`src/rtl/mips_multi_ctrl_if.sv`:
```
// Control-unit bundle: instruction fields and ALU flag in, datapath controls and debug state out.
// master = controller side, slave = datapath side.
interface mips_multi_ctrl_if;
  logic [5:0] op;
  logic [5:0] funct;
  logic       zero;
  logic       iord;
  logic       memwrite;
  logic       irwrite;
  logic       regwrite;
  logic       regdst;
  logic       memtoreg;
  logic       alusrca;
  logic [1:0] alusrcb;
  logic [1:0] pcsrc;
  logic [2:0] alucontrol;
  logic       pcen;
  logic [3:0] state;

  modport master (
    input  op, funct, zero,
    output iord, memwrite, irwrite, regwrite, regdst, memtoreg, alusrca,
           alusrcb, pcsrc, alucontrol, pcen, state
  );

  modport slave (
    output op, funct, zero,
    input  iord, memwrite, irwrite, regwrite, regdst, memtoreg, alusrca,
           alusrcb, pcsrc, alucontrol, pcen, state
  );
endinterface

```
`src/rtl/mips_multi_ctrl.sv`:
```
// Multicycle MIPS control FSM (lw, sw, R-type, beq, addi, j).
// Controls are registered alongside the state; only pcen sees the zero flag combinationally.
module mips_multi_ctrl (
  input  logic             clk,
  input  logic             reset,
  mips_multi_ctrl_if.master bus
);

  typedef enum logic [3:0] {
    FETCH   = 4'd0,
    DECODE  = 4'd1,
    MEMADR  = 4'd2,
    MEMRD   = 4'd3,
    MEMWB   = 4'd4,
    MEMWR   = 4'd5,
    EXECUTE = 4'd6,
    ALUWB   = 4'd7,
    BRANCH  = 4'd8,
    ADDIEX  = 4'd9,
    ADDIWB  = 4'd10,
    JUMP    = 4'd11
  } state_t;

  typedef struct packed {
    logic       iord;
    logic       memwrite;
    logic       irwrite;
    logic       regwrite;
    logic       regdst;
    logic       memtoreg;
    logic       alusrca;
    logic [1:0] alusrcb;
    logic [1:0] pcsrc;
    logic [2:0] alucontrol;
    logic       pcwrite;
    logic       branch;
  } ctl_t;

  localparam logic [5:0] OP_LW    = 6'b100011;
  localparam logic [5:0] OP_SW    = 6'b101011;
  localparam logic [5:0] OP_RTYPE = 6'b000000;
  localparam logic [5:0] OP_BEQ   = 6'b000100;
  localparam logic [5:0] OP_ADDI  = 6'b001000;
  localparam logic [5:0] OP_J     = 6'b000010;

  // Control word for a given state; funct only matters when aluop selects the R-type decode.
  function automatic ctl_t decode(input state_t s, input logic [5:0] f);
    ctl_t       c;
    logic [1:0] aluop;
    c     = '0;
    aluop = 2'b00;
    case (s)
      FETCH:   begin c.irwrite = 1'b1; c.pcwrite = 1'b1; c.alusrcb = 2'b01; end
      DECODE:  c.alusrcb = 2'b11;
      MEMADR:  begin c.alusrca = 1'b1; c.alusrcb = 2'b10; end
      MEMRD:   c.iord = 1'b1;
      MEMWB:   begin c.memtoreg = 1'b1; c.regwrite = 1'b1; end
      MEMWR:   begin c.iord = 1'b1; c.memwrite = 1'b1; end
      EXECUTE: begin c.alusrca = 1'b1; aluop = 2'b10; end
      ALUWB:   begin c.regdst = 1'b1; c.regwrite = 1'b1; end
      BRANCH:  begin c.alusrca = 1'b1; aluop = 2'b01; c.pcsrc = 2'b01; c.branch = 1'b1; end
      ADDIEX:  begin c.alusrca = 1'b1; c.alusrcb = 2'b10; end
      ADDIWB:  c.regwrite = 1'b1;
      JUMP:    begin c.pcsrc = 2'b10; c.pcwrite = 1'b1; end
      default: c = '0;
    endcase
    case (aluop)
      2'b01: c.alucontrol = 3'b110;
      2'b10: begin
        case (f)
          6'b100000: c.alucontrol = 3'b010;
          6'b100010: c.alucontrol = 3'b110;
          6'b100100: c.alucontrol = 3'b000;
          6'b100101: c.alucontrol = 3'b001;
          6'b101010: c.alucontrol = 3'b111;
          default:   c.alucontrol = 3'b010;
        endcase
      end
      default: c.alucontrol = 3'b010;
    endcase
    return c;
  endfunction

  state_t state_reg;
  state_t state_next;
  ctl_t   ctl_reg;
  ctl_t   ctl_next;

  always_comb begin
    state_next = FETCH;
    case (state_reg)
      FETCH:   state_next = DECODE;
      DECODE: begin
        case (bus.op)
          OP_LW, OP_SW: state_next = MEMADR;
          OP_RTYPE:     state_next = EXECUTE;
          OP_BEQ:       state_next = BRANCH;
          OP_ADDI:      state_next = ADDIEX;
          OP_J:         state_next = JUMP;
          default:      state_next = FETCH;
        endcase
      end
      MEMADR:  state_next = (bus.op == OP_LW) ? MEMRD : MEMWR;
      MEMRD:   state_next = MEMWB;
      EXECUTE: state_next = ALUWB;
      ADDIEX:  state_next = ADDIWB;
      default: state_next = FETCH;
    endcase
  end

  always_comb ctl_next = decode(state_next, bus.funct);

  // Outputs are loaded with the state they belong to, so they stay purely Moore.
  always_ff @(posedge clk or posedge reset) begin
    if (reset) begin
      state_reg <= FETCH;
      ctl_reg   <= decode(FETCH, 6'd0);
    end else begin
      state_reg <= state_next;
      ctl_reg   <= ctl_next;
    end
  end

  assign bus.iord       = ctl_reg.iord;
  assign bus.memwrite   = ctl_reg.memwrite;
  assign bus.irwrite    = ctl_reg.irwrite;
  assign bus.regwrite   = ctl_reg.regwrite;
  assign bus.regdst     = ctl_reg.regdst;
  assign bus.memtoreg   = ctl_reg.memtoreg;
  assign bus.alusrca    = ctl_reg.alusrca;
  assign bus.alusrcb    = ctl_reg.alusrcb;
  assign bus.pcsrc      = ctl_reg.pcsrc;
  assign bus.alucontrol = ctl_reg.alucontrol;
  assign bus.pcen       = ctl_reg.pcwrite | (ctl_reg.branch & bus.zero);
  assign bus.state      = state_reg;

endmodule

```
`src/flat_wrapper.sv`:
```
// flat-port wrapper written by rule: the top's interface ports become plain ports
module mips_multi_ctrl_flat 
  (clk, reset, bus_op, bus_funct, bus_zero, bus_iord, bus_memwrite, bus_irwrite, bus_regwrite, bus_regdst, bus_memtoreg, bus_alusrca, bus_alusrcb, bus_pcsrc, bus_alucontrol, bus_pcen, bus_state);
  mips_multi_ctrl_if bus_i ();
  input  logic clk;
  input  logic reset;
  input wire logic [$bits(bus_i.op)-1:0] bus_op;
  input wire logic [$bits(bus_i.funct)-1:0] bus_funct;
  input wire logic [$bits(bus_i.zero)-1:0] bus_zero;
  output wire logic [$bits(bus_i.iord)-1:0] bus_iord;
  output wire logic [$bits(bus_i.memwrite)-1:0] bus_memwrite;
  output wire logic [$bits(bus_i.irwrite)-1:0] bus_irwrite;
  output wire logic [$bits(bus_i.regwrite)-1:0] bus_regwrite;
  output wire logic [$bits(bus_i.regdst)-1:0] bus_regdst;
  output wire logic [$bits(bus_i.memtoreg)-1:0] bus_memtoreg;
  output wire logic [$bits(bus_i.alusrca)-1:0] bus_alusrca;
  output wire logic [$bits(bus_i.alusrcb)-1:0] bus_alusrcb;
  output wire logic [$bits(bus_i.pcsrc)-1:0] bus_pcsrc;
  output wire logic [$bits(bus_i.alucontrol)-1:0] bus_alucontrol;
  output wire logic [$bits(bus_i.pcen)-1:0] bus_pcen;
  output wire logic [$bits(bus_i.state)-1:0] bus_state;
  assign bus_i.op = bus_op;
  assign bus_i.funct = bus_funct;
  assign bus_i.zero = bus_zero;
  assign bus_iord = bus_i.iord;
  assign bus_memwrite = bus_i.memwrite;
  assign bus_irwrite = bus_i.irwrite;
  assign bus_regwrite = bus_i.regwrite;
  assign bus_regdst = bus_i.regdst;
  assign bus_memtoreg = bus_i.memtoreg;
  assign bus_alusrca = bus_i.alusrca;
  assign bus_alusrcb = bus_i.alusrcb;
  assign bus_pcsrc = bus_i.pcsrc;
  assign bus_alucontrol = bus_i.alucontrol;
  assign bus_pcen = bus_i.pcen;
  assign bus_state = bus_i.state;
  mips_multi_ctrl u_core (.clk(clk), .reset(reset), .bus(bus_i));
endmodule
```
`config.mk`:
```
export PLATFORM = sky130hd
export DESIGN_NAME = mips_multi_ctrl_flat
export DESIGN_NICKNAME = d
export VERILOG_FILES = /design/src/rtl/mips_multi_ctrl_if.sv /design/src/rtl/mips_multi_ctrl.sv /design/src/flat_wrapper.sv
export SDC_FILE = /design/constraint.sdc
export NUM_CORES = 1
export LEC_CHECK = 0
export ABC_CLOCK_PERIOD_IN_PS = 2400
export BUFFER_PORTS_ARGS = -buffer_cell sky130_fd_sc_hd__buf_2
export CORE_MARGIN = 2
export CORE_UTILIZATION = 48
export DETAILED_ROUTE_END_ITERATION = 10
export GPL_ROUTABILITY_DRIVEN = 0
export GPL_TIMING_DRIVEN = 0
export PLACE_DENSITY = 0.75
export REMOVE_ABC_BUFFERS = 1
export SLEW_MARGIN = 30
export SYNTH_ARGS = -nofsm -noshare
export SYNTH_HDL_FRONTEND = slang
export SYNTH_SLANG_ARGS = --single-unit
```
`constraint.sdc`:
```
create_clock -name clk -period 2.4 [get_ports clk]
set_input_delay 0.48 -clock clk [delete_from_list [all_inputs] [get_ports clk]]
set_output_delay 0.48 -clock clk [all_outputs]
set_load 0.02 [all_outputs]
```
* Yosys cells after proc, flatten, opt, wreduce, memory -nomap -nowiden
Cells that the tools add are included.
** Word-level totals
- Register bits after elaboration :: 20
- Latch bits :: 0
- Memory bits (writable) :: 0
- ROM bits :: 0
- Memories kept :: 0
** Operators by class
- $add $sub $neg :: 0
- Multipliers :: 0
- Divide/modulo/power cells :: 0
- Magnitude comparators :: 0
- Eq/ne operators :: 27
- Shift operators :: 0
- Mux-type cells :: 17
- Bitwise gates (word level) :: 2
- Reductions and logical operators :: 9
** Operators with widths (number)
- equality test 6 bit (second input constant) :: 6
- one-hot mux 4 bit (6 select lines) :: 1
- equality test 4 x 3 -> 1 bit (second input constant) :: 5
- equality test 4 bit (second input constant) :: 5
- one-hot mux 4 bit (5 select lines) :: 1
- equality test 4 x 2 -> 1 bit (second input constant) :: 4
- one-hot mux 3 bit (4 select lines) :: 1
- 2-to-1 mux 1 bit :: 9
- equality test 4 x 1 -> 1 bit (second input constant) :: 2
- zero test 4 bit :: 2
- one-hot mux 2 bit (2 select lines) :: 2
- OR reduction 2 bit :: 4
- equality test 6 x 2 -> 1 bit (second input constant) :: 1
- equality test 6 x 3 -> 1 bit (second input constant) :: 1
- equality test 6 x 4 -> 1 bit (second input constant) :: 1
- zero test 6 bit :: 1
- one-hot mux 2 bit (3 select lines) :: 1
- one-hot mux 3 bit (2 select lines) :: 1
- OR reduction 4 bit :: 1
- 2-to-1 mux 3 bit :: 1
- OR reduction 3 bit :: 1
- equality test 2 x 1 -> 1 bit (second input constant) :: 1
- equality test 2 bit (second input constant) :: 1
- bitwise AND 1 bit :: 1
- bitwise OR 1 bit :: 1

* Depth between registers and ports, before layout
Gate-level depths: netlist (run 1).
- Depth in word-level cells :: 8
- Depth in mapped cells :: 9

* Worst setup path before layout (run 1)
No wires, ideal clock.
- Kind :: reg-to-reg
- Start point :: register u_core.state_reg[0], in the netlist u_core.bus.state[0]
- End point :: register u_core.ctl_reg (netlist bit u_core.bus.alucontrol[2])
- Setup time :: 0.082 ns
- Data arrival time :: 2.147 ns
- Slack :: 0.171 ns
- Cell stages (with the launch flop) :: 10
- Path buffers :: 1
- Cells stage by stage :: dfrtp_1 > buf_2 > nor3b_2 > o21ai_0 > nor2_2 > nand2_1 > or2_1 > ha_1 > nand3b_1 > o22ai_1
** RTL lines
- from (decl) :: line mips_multi_ctrl.sv:84 : state_t state_reg;
- from (signal assigned) :: line mips_multi_ctrl.sv:119 : state_reg <= state_next;
- to (signal assigned) :: line mips_multi_ctrl.sv:117 : ctl_reg <= decode(FETCH, 6'd0);
- to (signal assigned) :: line mips_multi_ctrl.sv:120 : ctl_reg <= ctl_next;
- to (decl) :: line mips_multi_ctrl.sv:86 : ctl_t ctl_reg;

==> results.cfg, run 1 <==
[logic_synthesis]
synth_compound_gate_area_share_pct = 12.6
yosysSeqAreaShare_pct = 49.3
async_reset_ff_share_pct = 100
yosys.area.top_type = dfrtp_1
synth_top_family_by_area = simple AND/OR/NAND/NOR gates
postSynthCellCount = 89
synth_xor_xnor_area_share_pct = 2.70
synthFlopType = dfrtp_1
synthTopCellsByArea = dfrtp_1 (39%), dfstp_2 (11%), buf_4 (5.4%)
synthAdderAreaFrac_pct = 2.57
synth_edf_count = 0
synth_most_common_cell = dfrtp_1
synthSimpleGateAreaFrac_pct = 23.4
synth.top_cell.area_share_pct = 38.5
synth_commonest_cells = dfrtp_1 (15), inv_1 (8), buf_4 (7)
synthesis.area_sq_um = 975
yosys-mux-area-fraction_pct = 0
synth-seq-cells = 19
synthDistinctLibCells = 40
yosys_warnings = 0
synth.avg_cell_area_sq_um = 11.0

[cts]
clk_pin_slew_ps = 110
cts_made_buffers = 3
clock_latency_ps = 290
root_buffer = clkbuf_4
cts_tree = done
numClockSinks = 19
htree_levels = 1
holdBufCountCts = 0
clockBufferDepth = 2

[sta]
finClkSkew_ps = 2.62
setup_slack_ps = 140
fmax_ghz = 0.443
finalSetupViolations = 0
finalHoldViolCount = 0
slew_headroom_pct = 55.2
setup_tns_ps = 0
fin_crit_ps = 2260
finalMaxSlewViolations = 0
worst_pin_slew_ps = 671
period_share_pct = 94.1

[worst_setup_path]
crit_family = simple AND/OR/NAND/NOR gates
critPathSlowestCell = dfrtp_1
critPathRequiredTime_ps = 2620
critPathBufInv = 0
critical_path.max_stage_delay_ps = 520
cp-start-kind = flop
path_max_fanout = 9
crit_type = reg -> reg
path_cells = nor3b_4 > o21ai_0 > nor2_2 > nand2_1 > or2_1 > ha_1 > nand3b_1 > o22ai_1
cp.arrival_ps = 2480
cp-end-kind = flop

[hold_path]
hp-class = in -> async

[floorplan]
start_util_pct = 50.2
fp.dieArea_sq_um = 2410
die_h_microns = 49.1
die_w_microns = 49.1
io_pins = 34
core_sq_um = 1940
num_rows = 16

[routing]
avgRoutedWirePerCell_microns = 12.3
vias = 769
drt-total-wl_microns = 1810
ant_nets = 0
vias_per_cell = 5.23
drt_iter0_drc = 10
drc = 0
first_pass_iters = 4

[global_routing]
grt_overflow = 0
grt_pass1_vias = 760
antenna_found_initial = 0
grt_pass1_wl_microns = 3160
track_usage_pct = 16.7
grt_max_degree = 20

[placed_design]
hpwl_microns = 1380
io_buffer_count = 33
placed_cell_area_sq_um = 1110
pre_cts_slack_ps = 55.5

[cells_and_area]
final_area_sq_um = 1170
largest_reg_flops = 4
diodes = 0
drive_above_1_share_pct = 45.8
area_growth_pct = 19.9
nets = 138

[outcome]
status = complete, no violations

[job]
drv_cap = 0

[power]
p_leak_nw = 0.595
powerDensity_nw_per_um2 = 784
vdd_ir_drop_max_uv = 461
==> area by class of cell <==
class | instances | area [sq um]
fill | 168 | 773
clock inverter | 1 | 5.00
tap | 27 | 33.8
inverter | 8 | 30.0
multi-input combinational | 53 | 408
clock buffer | 3 | 22.5
timing repair buffer | 36 | 188
sequential | 19 | 482
==> stage by stage <==
stage	hold WS (ps)	instances	utilization, %	power, mW
final	262	147	60.2	0.916
after global routing	333	147	60.2	0.972
after CTS	287	144	58.6	0.903
after detailed placement	615	140	57.2	0.747
after global placement	602	140	57.2	0.738
after floorplan	428	80	-	0.652
==> placed cells by master (no fill, tap or decap), types with 2 or more instances in the layout <==
master	count
or2_1	2
nor3b_1	3
dfrtp_1	14
nand3_1	2
nor3_1	6
dfstp_2	4
xor2_1	2
buf_4	3
ha_1	2
buf_2	33
inv_1	8
nand2_1	5
clkbuf_4	3
o21ai_0	2
nor2_1	3
==> worst paths after layout <==
check | slack, ps | cells after the start | endpoint | from
hold reg to reg | 610 | 1 | u_core.bus.iord | u_core.bus.state[0]
setup / recovery | 140 | 8 | u_core.bus.alucontrol[2] | u_core.bus.state[2]
hold / removal | 260 | 2 | u_core.bus.pcsrc[1] | reset
setup reg to reg | 140 | 8 | u_core.bus.alucontrol[2] | u_core.bus.state[2]
min in group clk | 430 | 3 | u_core.bus.alucontrol[0] | bus_funct[0]
max in group asynchronous | 1670 | 2 | u_core.bus.state[0] | reset
==> power by group <==
part	total (mW)	switching, mW	leakage (nW)	internal (mW)
logic	0.323	0.179	0.332	0.145
clock network	0.159	0.0965	0.0177	0.0620
registers	0.434	0.0465	0.245	0.387
total	0.916	0.322	0.595	0.594
==> timing repair <==
action                     CTS  global route
buffers inserted             0             3
setup endpoints to repair    0             3
resized for setup            0             2
==> routing by layer <==
layer  vias up  part of all wire (%)  track usage, %
li1        366                     -               -
met1       376                    38            17.7
met2        23                    56            31.3
met3         4                   4.6            3.68
met4         0                   1.2            7.14
met5         -                     0               0
==> cell families after synthesis <==
logic type	count (synthesis)
flip-flops	19
AND/OR/NAND/NOR	34
XOR/XNOR	3
buffers and inverters	17
AO/OA/AOI/OAI	14
adder cells (fa/ha/maj)	2
Note: power is estimated with default switching activity, not from simulation.
==> run 2: changes to the inputs <==
Settings changed: BUFFER_PORTS_ARGS -buffer_cell sky130_fd_sc_hd__buf_2 to default, CORE_UTILIZATION 48 to 50, DONT_BUFFER_PORTS from default to 1, PLACE_DENSITY 0.75 to 0.63.
==> results.cfg, run 2 (synthesis gave the netlist of run 1 again) <==
[placed_design]
placed_cell_area_sq_um = 943
hpwl_microns = 1240
pre_cts_slack_ps = -123
io_buffer_count = 0

[routing]
ant_nets = 0
vias = 614
avgRoutedWirePerCell_microns = 14.9
vias_per_cell = 5.58
drt_iter0_drc = 11
drc = 0
drt-total-wl_microns = 1640
first_pass_iters = 2

[floorplan]
die_w_microns = 48.2
num_rows = 15
start_util_pct = 54.7
fp.dieArea_sq_um = 2320
die_h_microns = 48.2
core_sq_um = 1780
io_pins = 34

[cts]
holdBufCountCts = 0
htree_levels = 1
cts_made_buffers = 3
clk_pin_slew_ps = 110
root_buffer = clkbuf_4
clock_latency_ps = 290
numClockSinks = 19
cts_tree = done
clockBufferDepth = 2

[cells_and_area]
final_common_cell = dfrtp_1
final_area_sq_um = 982
nets = 103
largest_reg_flops = 4
final_cell_mix = dfrtp_1 (12), inv_1 (8), nor3_1 (6)
area_growth_pct = 0.770
fillCellCount = 161
drive_above_1_share_pct = 25.9
register_area_sq_um = 484
diodes = 0
multi_input_comb_area_sq_um = 402

[worst_setup_path]
cp.arrival_ps = 2410
path_max_fanout = 8
cp-end-kind = flop
critPathRequiredTime_ps = 2620
r2r_setup_slack_ps = 200
cp-start-kind = flop
rr_worst_depth = 8
r2r_start = u_core.bus.state[0]
worst_r2r_endpoint = u_core.bus.alucontrol[2]
crit_type = reg -> reg

[global_routing]
grt_pass1_wl_microns = 2820
track_usage_pct = 18.1
grt_max_degree = 20
grt_overflow = 0
grt_pass1_vias = 635
antenna_found_initial = 0

[sta]
rsz0062_at_grt = false
fin_crit_ps = 2200
worst_pin_slew_ps = 674
finalSetupViolations = 0
finalMaxSlewViolations = 0
setup_tns_ps = 0
setup_slack_ps = 204
finalHoldViolCount = 0
slew_headroom_pct = 55.0
period_share_pct = 91.5
fmax_ghz = 0.455
holdWs_ps = 165
finClkSkew_ps = 5.70

[hold_path]
hp-class = in -> async

[power]
p_leak_nw = 0.432
powerDensity_nw_per_um2 = 854
vdd_ir_drop_max_uv = 299

[outcome]
status = complete, no violations

[job]
drv_cap = 0
## run 2: cell types whose count changed in the layout (fill, tap and decap cells not counted), sizes merged
| cell | change |
|---|---|
| buf | -35 |
## run 2: metal layers
metal  track usage, %  up-vias  share of wire, %
met4             8.11        0               1.2
met3             5.19        2               5.8
met5                0        -                 0
li1                 -      292                 -
met1             25.0      294                46
met2             26.3       26                47
## run 2: stage by stage
stage	power, mW	cells	utilization (%)
finish	0.839	110	55.1
global route	0.894	110	55.1
CTS	0.848	110	54.9
detailed placement	0.688	105	52.9
global placement	0.681	105	52.9
floorplan	0.652	80	-
## run 2: worst max-delay path by stage
| stage | from | slack (ps) | to | depth (start not counted) |
|---|---|---|---|---|
| final | u_core.bus.state[0] | 200 | u_core.bus.alucontrol[2] | 8 |
| after CTS | u_core.bus.state[2] | 110 | u_core.bus.alucontrol[2] | 8 |
| after detailed placement | u_core.bus.state[0] | -120 | u_core.bus.alucontrol[2] | 8 |
| after global routing | u_core.bus.state[0] | 20 | u_core.bus.alucontrol[2] | 8 |
| after floorplan | u_core.bus.state[0] | 190 | u_core.bus.alucontrol[2] | 8 |
| after global placement | u_core.bus.state[0] | -50 | u_core.bus.alucontrol[2] | 8 |
## run 2: worst max-delay path: stages (launching register included)
cell	delay, ps
dfrtp_2	530
nor3b_2	300
o21ai_0	170
nor2_2	160
nand2_1	90
or2_1	220
ha_1	320
nand3b_1	190
o22ai_1	140
## run 2: power by group
group          internal [mW]  switching, mW  leakage (nW)  total [mW]
clock network         0.0619         0.0937        0.0177       0.156
registers              0.389          0.103         0.242       0.492
logic                 0.0933         0.0981         0.172       0.191
total                  0.544          0.295         0.432       0.839
## run 2: final cells by class
class | count | area share [%]
sequential | 19 | 49.3
multi-input combinational | 53 | 40.9
tap | 25 | 3.18
inverter | 8 | 3.06
clock buffer | 3 | 2.29
timing repair buffer | 1 | 0.764
clock inverter | 1 | 0.510
## run 2: repair_timing
item                                    CTS  global route
pin swaps                                 1             0
buffers inserted                          1             0
endpoints found under the setup margin    3             2
gates resized for setup                   1             2
